`src/rtl/bsg_chip_pkg.sv`:
```
// Chip-level shared definitions: monitor tag-line encodings, monitor FSM
// states and global width parameters.
package bsg_chip_pkg;

  localparam int div_count_width_gp = 8;

  // mon.sel tag line encoding
  localparam logic [1:0] mon_sel_osc_gp  = 2'd0;
  localparam logic [1:0] mon_sel_dly_gp  = 2'd1;
  localparam logic [1:0] mon_sel_none_gp = 2'd2;

  typedef enum logic {
    MON_IDLE = 1'b0,
    MON_MEAS = 1'b1
  } mon_state_e;

endpackage

```
`src/rtl/bsg_chip_mon_sync.sv`:
```
// Multi-flop synchronizer for one asynchronous monitor input into clk_i.
module bsg_chip_mon_sync #(
  parameter int stages_p = 2
) (
  input  logic clk_i,
  input  logic reset_n_i,
  input  logic d_i,
  output logic q_o
);

  logic [stages_p-1:0] sync_q;

  always_ff @(posedge clk_i or negedge reset_n_i) begin
    if (!reset_n_i) begin
      sync_q <= '0;
    end else begin
      sync_q[0] <= d_i;
      for (int i = 1; i < stages_p; i++) begin
        sync_q[i] <= sync_q[i-1];
      end
    end
  end

  assign q_o = sync_q[stages_p-1];

endmodule

```
`src/rtl/bsg_chip_mon_period.sv`:
```
// Period monitor: measures the rising-edge-to-rising-edge period of the
// selected oscillator or delay-line output in clk_i cycles.
//
//   state    | meaning
//   ---------+-----------------------------------------------
//   MON_IDLE | waiting for the first rising edge of the source
//   MON_MEAS | counting cycles since the last rising edge
module bsg_chip_mon_period
  import bsg_chip_pkg::*;
#(
  parameter int count_width_p = div_count_width_gp,
  parameter int sync_stages_p = 2
) (
  input  logic                     clk_i,
  input  logic                     reset_n_i,
  input  logic                     osc_i,
  input  logic                     dly_i,
  input  logic [1:0]               sel_i,
  input  logic                     soft_reset_i,
  output logic [count_width_p-1:0] period_o,
  output logic                     overflow_o,
  output logic                     v_o,
  input  logic                     yumi_i,
  output logic                     drop_o
);

  localparam logic [count_width_p-1:0] cnt_max_lp = '1;
  localparam logic [count_width_p-1:0] cnt_one_lp = count_width_p'(1);

  logic osc_s, dly_s, src, src_q, edge_pulse, sel_chg, meas_done;
  logic [1:0] sel_q;
  mon_state_e state_q, state_d;
  logic [count_width_p-1:0] cnt_q, cnt_d, period_q, period_d, meas_val;
  logic sat_q, sat_d, v_q, v_d, ovf_q, ovf_d, drop_q, drop_d;

  bsg_chip_mon_sync #(.stages_p(sync_stages_p)) u_sync_osc (
    .clk_i(clk_i), .reset_n_i(reset_n_i), .d_i(osc_i), .q_o(osc_s)
  );

  bsg_chip_mon_sync #(.stages_p(sync_stages_p)) u_sync_dly (
    .clk_i(clk_i), .reset_n_i(reset_n_i), .d_i(dly_i), .q_o(dly_s)
  );

  always_comb begin
    src = 1'b0;
    if (sel_i == mon_sel_osc_gp)      src = osc_s;
    else if (sel_i == mon_sel_dly_gp) src = dly_s;
  end

  assign edge_pulse = src & ~src_q;
  assign sel_chg    = (sel_i != sel_q);
  // Once saturated the counter holds at max, so the result is max as well.
  assign meas_val   = sat_q ? cnt_max_lp : cnt_q + cnt_one_lp;

  always_comb begin
    state_d   = state_q;
    cnt_d     = cnt_q;
    sat_d     = sat_q;
    period_d  = period_q;
    v_d       = v_q;
    ovf_d     = ovf_q;
    drop_d    = drop_q;
    meas_done = 1'b0;
    if (soft_reset_i) begin
      state_d = MON_IDLE;
      cnt_d   = '0;
      sat_d   = 1'b0;
      v_d     = 1'b0;
      ovf_d   = 1'b0;
      drop_d  = 1'b0;
    end else begin
      if (sel_chg) begin
        state_d = MON_IDLE;
        cnt_d   = '0;
        sat_d   = 1'b0;
      end else if (edge_pulse) begin
        meas_done = (state_q == MON_MEAS);
        state_d   = MON_MEAS;
        cnt_d     = '0;
        sat_d     = 1'b0;
      end else if (state_q == MON_MEAS && !sat_q) begin
        cnt_d = cnt_q + cnt_one_lp;
        sat_d = (cnt_q == cnt_max_lp - cnt_one_lp);
      end
      if (meas_done) begin
        if (!v_q || yumi_i) begin
          period_d = meas_val;
          ovf_d    = sat_q;
          v_d      = 1'b1;
        end else begin
          drop_d = 1'b1;
        end
      end else if (yumi_i) begin
        v_d = 1'b0;
      end
    end
  end

  always_ff @(posedge clk_i or negedge reset_n_i) begin
    if (!reset_n_i) begin
      state_q  <= MON_IDLE;
      cnt_q    <= '0;
      sat_q    <= 1'b0;
      period_q <= '0;
      v_q      <= 1'b0;
      ovf_q    <= 1'b0;
      drop_q   <= 1'b0;
      sel_q    <= mon_sel_osc_gp;
      src_q    <= 1'b0;
    end else begin
      state_q  <= state_d;
      cnt_q    <= cnt_d;
      sat_q    <= sat_d;
      period_q <= period_d;
      v_q      <= v_d;
      ovf_q    <= ovf_d;
      drop_q   <= drop_d;
      sel_q    <= sel_i;
      src_q    <= src;
    end
  end

  assign period_o   = period_q;
  assign overflow_o = ovf_q;
  assign v_o        = v_q;
  assign drop_o     = drop_q;

endmodule
```
`config.mk`:
```
export PLATFORM = sky130hd
export DESIGN_NAME = bsg_chip_mon_period
export DESIGN_NICKNAME = d
export VERILOG_FILES = /design/src/rtl/bsg_chip_pkg.sv /design/src/rtl/bsg_chip_mon_sync.sv /design/src/rtl/bsg_chip_mon_period.sv
export SDC_FILE = /design/constraint.sdc
export NUM_CORES = 1
export LEC_CHECK = 0
export ABC_AREA = 1
export BUFFER_PORTS_ARGS = -buffer_cell sky130_fd_sc_hd__buf_2
export CAP_MARGIN = 20
export CORE_MARGIN = 2
export CORE_UTILIZATION = 53
export CTS_BUF_LIST = sky130_fd_sc_hd__clkbuf_4 sky130_fd_sc_hd__clkbuf_8
export CTS_CLUSTER_DIAMETER = 80
export DETAILED_ROUTE_END_ITERATION = 7
export GPL_ROUTABILITY_DRIVEN = 0
export HOLD_SLACK_MARGIN = 0.08
export PLACE_DENSITY = 0.77
export SYNTH_ARGS = -nofsm -noshare
export SYNTH_HDL_FRONTEND = slang
export SYNTH_SLANG_ARGS = --single-unit
```
`constraint.sdc`:
```
create_clock -name clk_i -period 1.4 [get_ports clk_i]
set_clock_uncertainty 0.05 [all_clocks]
set_input_delay 0.21 -clock clk_i [delete_from_list [all_inputs] [get_ports clk_i]]
set_output_delay 0.21 -clock clk_i [all_outputs]
set_load 0.01 [all_outputs]
```
==> impl_results.md, run 1 <==
- Clk sink count: 28
- Global-route wire length before repair: 4664 microns
- Core area: 2455 sq um
- Commonest non-fill, non-tap cells in the layout: 41 x nand2_1, 28 x dfrtp_1, 18 x buf_2, 13 x inv_1, 11 x a21oi_1
- WP data arrival: 1.69 ns
- Hold Path Class: input pin to flip-flop
- Post-Layout Inst Area: 1690 sq um
- RR Startpoint: sel_q[0]
- Combinational Power Share: 7.9%
- FMAX: 685.8 MHz
- Seq pwr share: 62.2%
- Max-cap violations: 0
- Post-route clock period utilization: 104.2%
- Die W: 54.52 microns
- Commonest non-fill, non-tap cell in the layout: nand2_1
- Hold slack: 0.1337 ns
- Area growth syn-to-layout: 24.98%
- Dpl cell area: 1505 sq um
- Crit end category: flip-flop
- Die height: 54.52 microns
- Post-Synthesis Cells: 152
- Diodes inserted: 0
- Failing checks: negative setup slack
- Switching part of the total: 23.04%
- PnR worst setup slack: -0.05811 ns
- Largest net degree at the start of global routing: 29
- Rows: 18
- RSZ-0062 raised after global routing: true
- Clock power share: 29.9%
- Mean post-synth cell area: 8.898 sq um
- Post-layout util: 68.86%
- IO Pins: 19
- I/O Buffers: 18
- # H-tree levels: 1
- Residual DRC: 0
- Critical Path RT: 1.63 ns
- TritonCTS clock tree: built
- Max-slew violations: 0
- Final layout net count: 198
- Storage cell area: 700.7 sq um
- DIE AREA: 2972 sq um
- Final Hold Fails: 0
- Final min period: 1.458 ns
- Starting Density: 55.10%
- Slew headroom: 59.42%
- Post-Syn Nets: 162
- VDD IR max: 0.0006599 V
- Tightest Pin Transition: 0.6086 ns
- Grt total ovfl: 0
- Total Routed Length: 2833 microns
- Dpl hpwl: 1940 microns
- Gr usage total: 21.93%
- Leak: 0.8546 nW
- Pint: 0.001025 W
- Critical path class: flip-flop to flip-flop
- Layout fillers: 177
- Vias: 1,151
- Warnings, synthesis: 0
- Initial DRC Count: 22
- Post-Syn Area: 1353 sq um
- Clk root buf: clkbuf_4
- HP Start: sel_i[1]
- Initial antenna violation count: 0
- DR vias/cell: 5.304
- Critical Path Source: sel_q[0]
- Router iterations before antenna repair: 4
- Clock Pin Slew Worst Setup and Hold Paths: 0.15 ns
- Status: finished, violations left
- Type of origin of the critical path: flip-flop
- CTS Buf Count: 3
- Wire per inst: 13.06 microns
- Sw power: 0.0003067 W
- Crit path max fanout: 8
- Worst-case clock buffer depth: 2
- Vias in the first global route: 1,150
- Seq/Total Area, Yosys: 51.80%
- Post-synthesis cell type count: 25
- P per Cell Area: 787.6 nW/um^2
- Setup-failing EPs final: 9
- Later-pin clock latency in the skew report: 0.33 ns
- Share of layout cells above drive strength 1: 29.41%
- Post-DRT Antenna Nets: 0
- Setup TNS: -0.3455 ns
- Multi-input gate area: 638.1 sq um
- #FFs+latches synth: 28
[power groups by stage]
stage	Sequential (W)	Combinational (W)	Clock (W)
after floorplan	0.000843	0.0000435	0
after global placement	0.000842	0.0000849	0
after detailed placement	0.000844	0.0000874	0
after CTS	0.000828	0.000100	0.000414
after global routing	0.000830	0.000118	0.000444
final	0.000828	0.000105	0.000398
[cell type report]
type	instances	area share, %
repair buffers	34	13.55
inverters	13	2.887
clock buffers	4	2.147
flip-flops and latches	28	41.45
well taps	30	2.221
multi-input cells	108	37.75
[per-stage QoR]
stage	setup slack, ns	total power [W]	instances
floorplan	0.09486	0.0008864	152
global placement	0.007516	0.0009270	202
detailed placement	-0.003556	0.0009309	202
CTS	0.008523	0.001342	214
global route	-0.1376	0.001393	217
finish	-0.05811	0.001331	217
[logic make-up after synthesis]
family	count (synthesis)	synth area share, %
simple gates	88	33.21
flops	28	51.80
buf+inv	16	4.533
compound gates	13	4.810
xor+xnor	5	3.794
fa+ha+maj	2	1.850
[final timing paths]
path | cells after the start | slack, ns | endpoint
max | 6 | -0.06 | period_o[1]
min | 4 | 0.13 | src_q
max reg2reg | 6 | -0.06 | period_o[1]
min reg2reg | 0 | 0.32 | u_sync_dly.sync_q[1]
max in group asynchronous | 2 | 0.55 | u_sync_osc.sync_q[0]
min in group asynchronous | 2 | 0.36 | drop_o
[layer usage]
metal,GRT usage (%),share of wire (%),vias up
met5,0,0,-
met4,7.917,0.88,0
li1,-,-,559
met1,25.17,41,551
met2,40.56,53,37
met3,3.552,4.2,4
[cells in the mapped netlist, drive strengths merged]
cell,instances,area share (%)
o21ai,2,0.74
clkbuf,2,0.56
xnor2,2,1.9
nor2,14,5.2
nand3,20,10
or2,4,1.9
nand3b,1,0.56
a21oi,11,4.1
nand4,2,1.4
nand2,43,12
nor3,4,2.3
ha,2,1.8
inv,13,3.6
xor2,3,1.9
buf,1,0.37
dfrtp,28,52
[registers in the layout (all words and copies together) (netlist names)]
name	count
cnt_q	8
state_q	1
v_o	1
u_sync_osc.sync_q	2
overflow_o	1
period_o	8
src_q	1
drop_o	1
sel_q	2
u_sync_dly.sync_q	2
sat_q	1
[timing repair]
item	in CTS	in global routing
buffers inserted	2	3
gates resized for setup	1	12
endpoints found under the hold margin	33	0
setup endpoints to repair	2	18
hold buffers	6	0
pin swaps	0	6
[worst max-delay path, stage by stage, from the launching register on]
cell,delay (ns)
dfrtp_1,0.42
xnor2_2,0.24
nand3_2,0.16
nor3_4,0.21
buf_6,0.16
nand3_1,0.08
nand2_1,0.09
Power figures use the tool's default switching activity.
==> inputs of run 2 (changes only) <==
==> constraint.sdc (replaced) <==
create_clock -name clk_i -period 1.4 [get_ports clk_i]
set_clock_uncertainty 0.05 [all_clocks]
set_input_delay 0.21 -clock clk_i [delete_from_list [all_inputs] [get_ports clk_i]]
set_output_delay 0.21 -clock clk_i [all_outputs]
set_load 0.1 [all_outputs]
==> impl_results.md, run 2 (synthesized netlist as in run 1, its figures left out) <==
- Vias: 1,143 (-0.70%)
- Commonest non-fill, non-tap cell in the layout: nand2_1
- Final layout net count: 199 (+0.51%)
- Vias in the first global route: 1,025 (-11%)
- Residual DRC: 0 (unchanged)
- HP Start: yumi_i
- Core area: 2455 sq um (unchanged)
- RSZ-0062 raised after global routing: true
- Worst-case clock buffer depth: 2 (unchanged)
- Max stage delay on crit path: 0.43 ns (about the same)
- Type of origin of the critical path: flip-flop
- Slew headroom: 76.40% (+17 points)
- Router iterations before antenna repair: 4 (unchanged)
- P per Cell Area: 783.3 nW/um^2 (-0.54%)
- Area growth syn-to-layout: 26.64%
- Leak: 0.8556 nW (+0.11%)
- Diodes inserted: 0 (unchanged)
- Post-DRT Antenna Nets: 0 (unchanged)
- Initial DRC Count: 23 (+4.5%)
- Wire per inst: 12.22 microns (-6.4%)
- Later-pin clock latency in the skew report: 0.33 ns (about the same)
- Max-slew violations: 0 (unchanged)
- Buffers & Inverters on Critical Path: 0 (-1)
- DIE AREA: 2972 sq um (unchanged)
- Crit path max fanout: 4 (-4)
- Max-cap violations: 0 (unchanged)
- PnR worst setup slack: 0.02927 ns (+0.08738 ns)
- DR vias/cell: 5.243 (-1.2%)
- Gr usage total: 20.85% (-1.1 points)
- Critical Path RT: 1.61 ns (-0.02 ns)
- Tightest Pin Transition: 0.3540 ns (-0.2547 ns)
- Largest net degree at the start of global routing: 16 (-45%)
- Clk sink count: 28 (unchanged)
- Crit end category: flip-flop
- Status: finished, final reports clean
- Critical Path Source: cnt_q[0]
- Commonest non-fill, non-tap cells in the layout: 42 x nand2_1, 27 x dfrtp_1, 18 x buf_4, 15 x nand3_1, 12 x inv_1
- Dpl hpwl: 1862 microns (-4.0%)
- TritonCTS clock tree: built
- Power consumption: 0.001342 W (+0.78%)
- Total Routed Length: 2664 microns (-6.0%)
- Hold Path Class: input pin to flip-flop
- Rows: 18 (unchanged)
- Clk root buf: clkbuf_4
- Critical path class: flip-flop to flip-flop
- FMAX: 729.5 MHz (+6.4%)
- Die W: 54.52 microns (unchanged)
- Global-route wire length before repair: 4326 microns (-7.2%)
- Starting Density: 55.10% (unchanged)
- Grt total ovfl: 0 (unchanged)
- Worst path cell trace: ha_2, xnor2_1, or2_2, a21oi_1
- CTS Buf Count: 3 (unchanged)
- Clock Pin Slew Worst Setup and Hold Paths: 0.14 ns (about the same)
- RR Startpoint: cnt_q[0]
- # H-tree levels: 1 (unchanged)
- VDD IR max: 0.0007385 V (+12%)
- Setup-failing EPs final: 0 (-9)
- IO Pins: 19 (unchanged)
- Final Hold Fails: 0 (unchanged)
- Die height: 54.52 microns (unchanged)
- I/O Buffers: 18 (unchanged)
- Share of layout cells above drive strength 1: 28.19% (-1.2 points)
- Final min period: 1.371 ns (-0.08738 ns)
- Layout fillers: 183 (+3.4%)
- Post-route clock period utilization: 97.91% (-6.2 points)
- WP data arrival: 1.58 ns (-0.11 ns)
- Hold slack: 0.1577 ns (+0.02401 ns)
- Placement Setup Slack: 0.0004940 ns (+0.004050 ns)
- Slowest cell on the critical path: dfrtp_1
- Initial antenna violation count: 0 (unchanged)
- Cell family with most CP delay: flip-flops
==> run 2: worst paths after layout <==
kind                                         to  slack, ns  cells past startpoint
setup / recovery                       cnt_q[2]       0.03                      4
hold / removal                           drop_o       0.16                      4
setup reg to reg                       cnt_q[2]       0.03                      4
hold reg to reg            u_sync_dly.sync_q[1]       0.32                      0
max in group asynchronous              cnt_q[1]       0.66                      3
min in group asynchronous            overflow_o       0.25                      2
==> run 2: through the flow <==
| stage | setup TNS [ns] | instances | utilization [%] | area (sq um) |
|---|---|---|---|---|
| after floorplan | 0 | 152 | - | 1363 |
| after detailed placement | 0 | 204 | 62.69 | 1539 |
| final | 0 | 218 | 69.78 | 1713 |
| after global routing | -0.6031 | 218 | 69.78 | 1713 |
| after CTS | 0 | 215 | 67.84 | 1665 |
| after global placement | 0 | 204 | 62.69 | 1539 |
==> run 2: report_power, final <==
group | total, W | switching [W] | internal, W
clock | 0.000390 | 0.000231 | 0.000159
combinational | 0.000124 | 0.0000747 | 0.0000498
sequential | 0.000827 | 0.00000560 | 0.000822
==> run 2: per-layer routing <==
layer,vias up,share of wire (%),GRT usage (%)
li1,562,-,-
met2,32,52,36.95
met3,6,3.9,3.279
met1,543,42,24.56
met4,0,1.7,9.583
met5,-,0,0
==> run 2: repair_timing <==
action / CTS / global route
gates resized for setup: 9 / 8
hold buffers: 6 / 0
setup buffers: 1 / 3
endpoints found under the hold margin: 34 / 0
pin swaps: 0 / 5
endpoints found under the setup margin: 10 / 16
==> run 2: area by class of cell <==
| class | count | area [sq um] | share of cell area [%] |
|---|---|---|---|
| clock buffers | 4 | 36.28 | 2.118 |
| well taps | 30 | 37.54 | 2.191 |
| multi-input cells | 108 | 613.1 | 35.79 |
| repair buffers | 35 | 272.8 | 15.92 |
| flip-flops and latches | 28 | 704.4 | 41.12 |
| inverters | 13 | 48.80 | 2.849 |
==> run 2: worst register-to-register path, cell delays in order (launching register included) <==
cell     delay [ns]
dfrtp_1        0.43
ha_2           0.22
xnor2_1        0.15
or2_2          0.29
a21oi_1        0.15
